==> src/rtl/logic_reduce_unit.sv <==
// Folds COUNT operands with AND/OR/XOR/NOR over a ready/valid input stream and presents one registered result.
// Optional ZERO flag output is enabled by defining LOGIC_REDUCE_ZERO_FLAG_EN.
module logic_reduce_unit #(
  parameter int WIDTH = 8,
  parameter int CNT_W = 4
) (
  input  logic             CLK,
  input  logic             RESET,
  input  logic             START,
  input  logic [1:0]       OPSEL,
  input  logic [CNT_W-1:0] COUNT,
  input  logic             IN_VALID,
  output logic             IN_READY,
  input  logic [WIDTH-1:0] DATA,
  output logic             OUT_VALID,
  input  logic             OUT_READY,
  output logic [WIDTH-1:0] RESULT,
  output logic             BUSY
`ifdef LOGIC_REDUCE_ZERO_FLAG_EN
  ,
  output logic             ZERO
`endif
);

  localparam logic [1:0] OP_AND = 2'b00;
  localparam logic [1:0] OP_XOR = 2'b10;
  localparam logic [1:0] OP_NOR = 2'b11;

  typedef enum logic [1:0] {
    IDLE  = 2'd0,
    ACCUM = 2'd1,
    DONE  = 2'd2
  } state_t;

  state_t           state_q, state_d;
  logic [WIDTH-1:0] acc_q, acc_d;
  logic [1:0]       op_q, op_d;
  logic [CNT_W-1:0] rem_q, rem_d;
  logic             out_valid_q, out_valid_d;
  logic [WIDTH-1:0] result_q, result_d;
`ifdef LOGIC_REDUCE_ZERO_FLAG_EN
  logic             zero_q, zero_d;
`endif

  always_comb begin
    state_d = state_q;
    acc_d   = acc_q;
    op_d    = op_q;
    rem_d   = rem_q;
    case (state_q)
      IDLE: begin
        if (START) begin
          op_d    = OPSEL;
          rem_d   = COUNT;
          acc_d   = (OPSEL == OP_AND) ? {WIDTH{1'b1}} : {WIDTH{1'b0}};
          state_d = (COUNT == '0) ? DONE : ACCUM;
        end
      end
      ACCUM: begin
        if (IN_VALID) begin
          case (op_q)
            OP_AND:  acc_d = acc_q & DATA;
            OP_XOR:  acc_d = acc_q ^ DATA;
            default: acc_d = acc_q | DATA;
          endcase
          rem_d = rem_q - 1'b1;
          if (rem_q == CNT_W'(1)) state_d = DONE;
        end
      end
      DONE: begin
        if (OUT_READY) state_d = IDLE;
      end
      default: state_d = IDLE;
    endcase
  end

  // Result is computed from next state so it is registered and visible the cycle DONE is entered.
  always_comb begin
    out_valid_d = (state_d == DONE);
    result_d    = {WIDTH{1'b0}};
    if (out_valid_d) result_d = (op_d == OP_NOR) ? ~acc_d : acc_d;
  end

`ifdef LOGIC_REDUCE_ZERO_FLAG_EN
  always_comb begin
    zero_d = out_valid_d && (result_d == {WIDTH{1'b0}});
  end
`endif

  always_ff @(posedge CLK) begin
    if (!RESET) begin
      state_q     <= IDLE;
      acc_q       <= '0;
      op_q        <= '0;
      rem_q       <= '0;
      out_valid_q <= 1'b0;
      result_q    <= '0;
`ifdef LOGIC_REDUCE_ZERO_FLAG_EN
      zero_q      <= 1'b0;
`endif
    end else begin
      state_q     <= state_d;
      acc_q       <= acc_d;
      op_q        <= op_d;
      rem_q       <= rem_d;
      out_valid_q <= out_valid_d;
      result_q    <= result_d;
`ifdef LOGIC_REDUCE_ZERO_FLAG_EN
      zero_q      <= zero_d;
`endif
    end
  end

  assign IN_READY  = (state_q == ACCUM);
  assign BUSY      = (state_q != IDLE);
  assign OUT_VALID = out_valid_q;
  assign RESULT    = result_q;
`ifdef LOGIC_REDUCE_ZERO_FLAG_EN
  assign ZERO      = zero_q;
`endif

endmodule
==> config.mk <==
export PLATFORM = sky130hd
export DESIGN_NAME = logic_reduce_unit
export DESIGN_NICKNAME = d
export VERILOG_FILES = /design/src/rtl/logic_reduce_unit.sv
export SDC_FILE = /design/constraint.sdc
export NUM_CORES = 1
export LEC_CHECK = 0
export BUFFER_PORTS_ARGS = -buffer_cell sky130_fd_sc_hd__buf_2
export CAP_MARGIN = 30
export CORE_ASPECT_RATIO = 0.7
export CORE_UTILIZATION = 29
export CTS_CLUSTER_DIAMETER = 60
export DETAILED_ROUTE_END_ITERATION = 8
export PLACE_DENSITY = 0.46
export SLEW_MARGIN = 15
export SYNTH_ARGS = -nofsm -noshare
export SYNTH_HDL_FRONTEND = slang
export SYNTH_SLANG_ARGS = --single-unit
==> constraint.sdc <==
create_clock -name CLK -period 4.57 [get_ports CLK]
set_input_delay 0.2285 -clock CLK [delete_from_list [all_inputs] [get_ports CLK]]
set_output_delay 0.2285 -clock CLK [all_outputs]
set_load 0.01 [all_outputs]
Word-level counts from Yosys, hierarchy flattened --
Cells that the tools add are included.
Storage, ports and cells: register bits after elaboration 25, input bits 19, output and inout bits 11, word-level logic and storage cells 44
Operators by class: add/subtract/negate cells 1, equal/unequal tests 8, multiplexer cells 17, bitwise logic cells 4, reduce and logical (&&, ||, !) cells 8
Operator list (number):
- $mux W8 | 4
- $pmux W8 S2 | 2
- $mux W2 | 7
- $and A8 B8 Y8 | 1
- $eq A2 B2 Y1 const B | 4
- $mux W4 | 2
- $not A8 Y8 | 1
- $or A8 B8 Y8 | 1
- $pmux W4 S2 | 1
- $xor A8 B8 Y8 | 1
- $logic_not A2 Y1 | 3
- $pmux W2 S3 | 1
- $eq A4 B1 Y1 const B | 1
- $logic_not A4 Y1 | 1
- $ne A2 B2 Y1 const B | 2
- $reduce_bool A2 Y1 | 2
- $sub A4 B1 Y4 const B | 1
- $reduce_and A3 Y1 | 1
- $eq A2 B1 Y1 const B | 1
- $reduce_and A2 Y1 | 1

Depth between registers and ports, before layout --
Gate-level depths: netlist (run 1).
depth in word-level cells 6, mapped depth 7, mapped depth without buffers 6

Worst setup path before layout (run 1) --
No wires, ideal clock.
path kind flip-flop to flip-flop, from register acc_q[7], to register acc_q[7], setup time 0.115 ns, arrival time 1.383 ns, data required time 4.455 ns, setup slack 3.072 ns, stages on the path, launching flop included 7, path buffers 0, period minus slack after synthesis 1.498 ns, path through dfxtp_1 -> inv_1 -> ha_1 -> mux2i_1 -> o221ai_1 -> a221o_1 -> and2_1
On the way: word-level cells in the longest chain between the ends 4, elaborated cells on any way between the ends 7, classes of those cells 4 x mux; 3 x bitwise
RTL lines:
- from (decl) | RTL line 36 | logic [WIDTH-1:0] acc_q, acc_d;
- from (signal assigned) | RTL line 93 | acc_q <= '0;
- from (signal assigned) | RTL line 103 | acc_q <= acc_d;
- $or A8 B8 Y8, or another cell as far along | RTL line 64 | default: acc_d = acc_q | DATA;
- $pmux W8 S2 | RTL line 61 | case (op_q)
- $mux W8 | RTL line 60 | if (IN_VALID) begin
- $pmux W8 S2 * | RTL line 50 | case (state_q)
Mark *: on every way between the ends. The rest lies on a longest branch, timed or not. A chain may end at the register's enable or synchronous reset.

Final worst setup path (run 1) --
from register state_q[0], to register result_q[5] (netlist: RESULT[5])
On the way: word-level cells in the longest chain between the ends 5, elaborated cells on any way between the ends 15, classes of those cells 4 x eq/ne; 8 x mux; 1 x bitwise; 2 x reduce/logical
RTL lines:
- from (decl) | RTL line 35 | state_t state_q, state_d;
- from (signal assigned) | RTL line 102 | state_q <= state_d;
- $mux W2 | RTL line 67 | if (rem_q == CNT_W'(1)) state_d = DONE;
- $mux W2 | RTL line 60
- $pmux W2 S3 | RTL line 50
- $eq A2 B2 Y1 | RTL line 79 | out_valid_d = (state_d == DONE);
- $reduce_and A2 Y1 (no source line)
- to (signal assigned) | RTL line 107 | result_q <= result_d;
- to (decl) | RTL line 40 | logic [WIDTH-1:0] result_q, result_d;
Several ways; a longest one is shown, not always the timed one.

==> flow_summary.toml, run 1 <==
[sta]
rsz0062_at_grt = "no"
setup_viol = 0
slew_viol_final = 0
finalSetupTns_ps = 0
max_freq_mhz = 540
finClkSkew_ps = 3.79
slew_headroom_pct = 65.2
finalCriticalPeriod_ps = 1850
worst_pin_slew_ps = 517
holdWs_ps = 242
hold_viol = 0
layout_setup_ws_ps = 2720
min_period_over_period_pct = 40.5

[synthesis]
async_flop_share_pct = 0
synth.avg_cell_area_um2 = 9.06
synth_edf_count = 0
synthDistinctLibCells = 41
yosys_register_bits = 25
yosysTopAreaCellShare_pct = 30.0
syn-instance-count = 184
synthFlopType = "dfxtp_1"
ys_seq_area_share_pct = 30.0
synth_largest_area_cell = "dfxtp_1"
syn_area_um2 = 1670
synth_area_leaders = "dfxtp_1 (30%), ha_1 (14%), mux2i_1 (6.6%), mux2_2 (4.7%), and2_1 (4.5%)"
syn-num-nets = 221
synth-warning-count = 0

[worst_setup_path]
setup.worst_path.start = "state_q[0]"
rr_worst_depth = 5
r2r-end = "RESULT[5]"
critPathKind = "reg2reg"
reg2reg_slack_ps = 2720
r2r_start = "state_q[0]"
arrival_ps = 2050
cp.required_ps = 4770
cp-end-kind = "flop"
cp_max_fo = 12
start_kind = "flop"

[power_and_ir_drop]
p_total_mw = 0.496
leakage_nw = 0.845
cellPowerDensity_nw_per_um2 = 263
vdd_ir_drop_max_mv = 0.151

[placed_design]
io_buffers = 29
placed_cells = 276
dpl-instance-area_um2 = 1840
gp_congestion = 0.760
place_ws_ps = 2750
dpl.hpwl_um = 2730

[clock_network]
clkTransAtPathRegs_ps = 90
insertion_delay_ps = 270
cts_resized = 0
postCtsSetupBuffers = 0
root_buffer = "clkbuf_8"
numCtsBuffers = 3
cts_hold_buf = 0
h-tree-depth = 1
cts.sinks = 25
clock_path_buffers = 2
cts_tree = "yes"

[finish]
drive_gt1_share_pct = 26.4
syn_to_final_growth_pct = 13.3
stdcell_count = 280
layout_commonest_cell = "buf_2"
diodes = 0
final_cell_mix = "buf_2 (29), dfxtp_1 (25), inv_1 (20)"
utilization_pct = 35.0
stdcell_area_um2 = 1890
fin_nets = 246

[die]
dieArea_um2 = 6060
ios = 30
die_w_um = 92.6
placeableCoreArea_um2 = 5400
die_y_um = 65.4
num_rows = 22
initial_core_util_pct = 30.9

[drt]
drcViolationCount = 0
vias_per_cell = 4.47
drt-initial-drc-count = 50
drt-total-wl_um = 3490
final_antenna_net_count = 0
via_count = 1252
wire_per_inst_um = 12.5
first_pass_iters = 4

[hold_path]
hold_end = "op_q[0]"
min_from = "OPSEL[0]"
hold_path_depth = 3
min_path_type = "in2reg"

[grt]
grt_max_degree = 18
grt_pass1_wl_um = 5570
grt_overflow = 0
grt_use_total_pct = 12.0
antenna_found_initial = 0
grt_pass1_vias = 1138

[run_status]
status = "complete, no violations"

[run]
cap_violations = 0
Yosys cell counts (3+ instances only):
cell,count
dfxtp_1,25
inv_1,20
ha_1,18
nor2_1,17
and2_1,12
nand2_1,12
mux2i_1,11
o21ai_0,11
mux2_2,7
o22ai_2,6
clkbuf_1,4
a21oi_1,3
buf_4,3
nand2b_1,3
layer usage:
layer | GRT usage, % | routed length [um]
met5 | 0 | 0
met3 | 3.13 | 115
met2 | 16.7 | 1320
met1 | 17.6 | 2020
met4 | 4.23 | 34
how the worst max path moves through the flow:
| stage | to | slack, ps | cells past startpoint |
|---|---|---|---|
| floorplan | acc_q[7] | 3070 | 6 |
| global placement | RESULT[5] | 2750 | 5 |
| detailed placement | RESULT[5] | 2750 | 5 |
| CTS | RESULT[5] | 2700 | 5 |
| global route | RESULT[5] | 2550 | 5 |
| finish | RESULT[5] | 2720 | 5 |
report_power, final:
group | internal, mW | switching [mW] | leakage [nW]
combinational | 0.0558 | 0.0622 | 0.616
sequential | 0.230 | 0.0177 | 0.204
clock | 0.0610 | 0.0699 | 0.0255
registers in the layout, indices dropped and copies added (netlist names):
register / flops
OUT_VALID: 1
RESULT: 8
acc_q: 8
op_q: 2
rem_q: 4
state_q: 2
critical path: stages (launching register included):
cell and delay [ps]:
dfxtp_1 460, nor3b_4 420, and2_0 420, nor2_1 100, o22ai_2 180, mux2i_1 200
layout make-up:
class / instances / area [um2]
timing repair buffer: 29 / 145
clock inverter: 1 / 5.00
fill: 601 / 3510
clock buffer: 3 / 41.3
sequential: 25 / 500
multi-input combinational: 130 / 1030
tap: 72 / 90.1
inverter: 20 / 75.1
kinds of logic after synthesis:
family	count (synthesis)	synth area share, %
buf+inv	29	8.11
flops	25	30.0
fa+ha+maj	18	13.5
simple gates	60	21.1
mux	18	11.3
compound gates	34	15.9
Note: power is estimated with default switching activity, not from simulation.
==> inputs of run 2 (changes only) <==
PLACE_DENSITY = 0.48   (was 0.46)
clock period = 1.7 ns   (was 4.57 ns; I/O delays follow)
==> run 2 against run 1 <==
Compared with the run above:
- via count is 3.4% higher
- sequential cell count stayed put
- critical path type unchanged
- largest cell class unchanged
- total power grew to 2.8 times the previous value
- largest power group unchanged
==> flow_summary.toml, run 2 (synthesized netlist as in run 1, its figures left out) <==
[power_and_ir_drop]
leakage_nw = 0.917
p_sw_mw = 0.412
switching_share_pct = 30.0
p_total_mw = 1.37
cellPowerDensity_nw_per_um2 = 687
vdd_ir_drop_max_mv = 0.269
p_comb_share_pct = 26.8
power.internal_mw = 0.959
power_frac_clock_pct = 25.9
seq_power_share_pct = 47.2

[grt]
grt_max_degree = 15
grt_util_met1_pct = 19.4
grt_pass1_vias = 1191
grt_overflow = 0
grt_use_total_pct = 12.6
grt_use_met2_pct = 17.6
busiest_layer = "met1"
antenna_found_initial = 0
use_met3_pct = 3.01
grt_pass1_wl_um = 5810

[finish]
layout_commonest_cell = "buf_2"
drive_gt1_share_pct = 32.1
n_fill_cell = 585
syn_to_final_growth_pct = 19.8
final_cell_mix = "buf_2 (29), dfxtp_1 (23), inv_1 (20)"
diodes = 0
fin_nets = 259

[hold_path]
min_from = "OPSEL[0]"
min_path_type = "in2reg"

[clock_network]
cts.sinks = 25
cts_hold_buf = 0
clock_path_buffers = 2
numCtsBuffers = 3
insertion_delay_ps = 270
h-tree-depth = 1
cts_tree = "yes"
root_buffer = "clkbuf_8"
clkTransAtPathRegs_ps = 90

[sta]
max_freq_mhz = 629
finalSetupTns_ps = 0
slew_headroom_pct = 68.8
worst_pin_slew_ps = 464
finClkSkew_ps = 2.92
min_period_over_period_pct = 93.5
slew_viol_final = 0
setup_viol = 0
finalCriticalPeriod_ps = 1590
hold_viol = 0
holdWs_ps = 98.8
rsz0062_at_grt = "no"

[drt]
drcViolationCount = 0
first_pass_iters = 4
drt-initial-drc-count = 55
final_antenna_net_count = 0
vias_per_cell = 4.42
via_count = 1295
drt-total-wl_um = 3630
wire_per_inst_um = 12.4

[worst_setup_path]
setup.worst_path.start = "acc_q[7]"
cp-end-kind = "flop"
cp.required_ps = 1870
arrival_ps = 1760
r2r_start = "acc_q[7]"
cp_max_fo = 3
critPathKind = "reg2reg"
start_kind = "flop"

[die]
num_rows = 22
initial_core_util_pct = 30.9
dieArea_um2 = 6060
placeableCoreArea_um2 = 5400
die_y_um = 65.4
die_w_um = 92.6
ios = 30

[run]
cap_violations = 0

[placed_design]
gp_congestion = 0.751
io_buffers = 29
dpl.hpwl_um = 2790

[run_status]
status = "complete, no violations"
==> run 2: area by class of cell <==
type | count | area [um2] | share of cell area (%)
multi-input cells | 130 | 1040 | 51.9
flip-flops and latches | 25 | 505 | 25.3
repair buffers | 42 | 243 | 12.2
well taps | 72 | 90.1 | 4.51
inverters | 20 | 75.1 | 3.76
clock buffers | 3 | 41.3 | 2.07
clock inverters | 1 | 5.00 | 0.251
==> run 2: power by group through the flow <==
stage          Sequential (mW)  Clock [mW]  Combinational, mW
2_1_floorplan            0.653           0              0.266
3_3_place_gp             0.663           0              0.365
3_5_place_dp             0.663           0              0.366
4_1_cts                  0.649       0.375              0.369
5_1_grt                  0.652       0.391              0.414
6_report                 0.647       0.355              0.368
==> run 2: repair_timing <==
item | 4_1_cts | 5_1_grt
resized for setup | 0 | 5
hold endpoints to repair | 0 | 0
setup endpoints to repair | 0 | 19
buffers inserted | 0 | 1
==> run 2: per-stage QoR <==
step / setup WS, ps / util [%] / instance area (um2) / std cells
floorplan: 202 / - / 1670 / 184
global placement: 86.4 / 35.8 / 1930 / 288
detailed placement: 80.0 / 35.8 / 1930 / 288
CTS: 34.7 / 36.7 / 1980 / 292
global route: 12.5 / 37.0 / 2000 / 293
finish: 110 / 37.0 / 2000 / 293
==> run 2: path summary, 6_finish.rpt <==
check / endpoint / slack [ps] / cells past startpoint
setup / recovery: acc_q[7] / 110 / 6
hold / removal: op_q[0] / 100 / 3
setup reg to reg: acc_q[7] / 110 / 6
hold reg to reg: rem_q[1] / 530 / 2
==> run 2: layer usage <==
layer | up-vias | routed length (um)
met4 | 0 | 18
met1 | 578 | 2080
li1 | 697 | -
met3 | 2 | 130
met2 | 18 | 1410
met5 | - | 0
==> run 2: critical path: stages, from the launching register on <==
cell and delay (ps):
dfxtp_1 370, inv_1 70, ha_1 260, mux2i_1 130
o221ai_1 120, a221o_1 390, and2_1 160
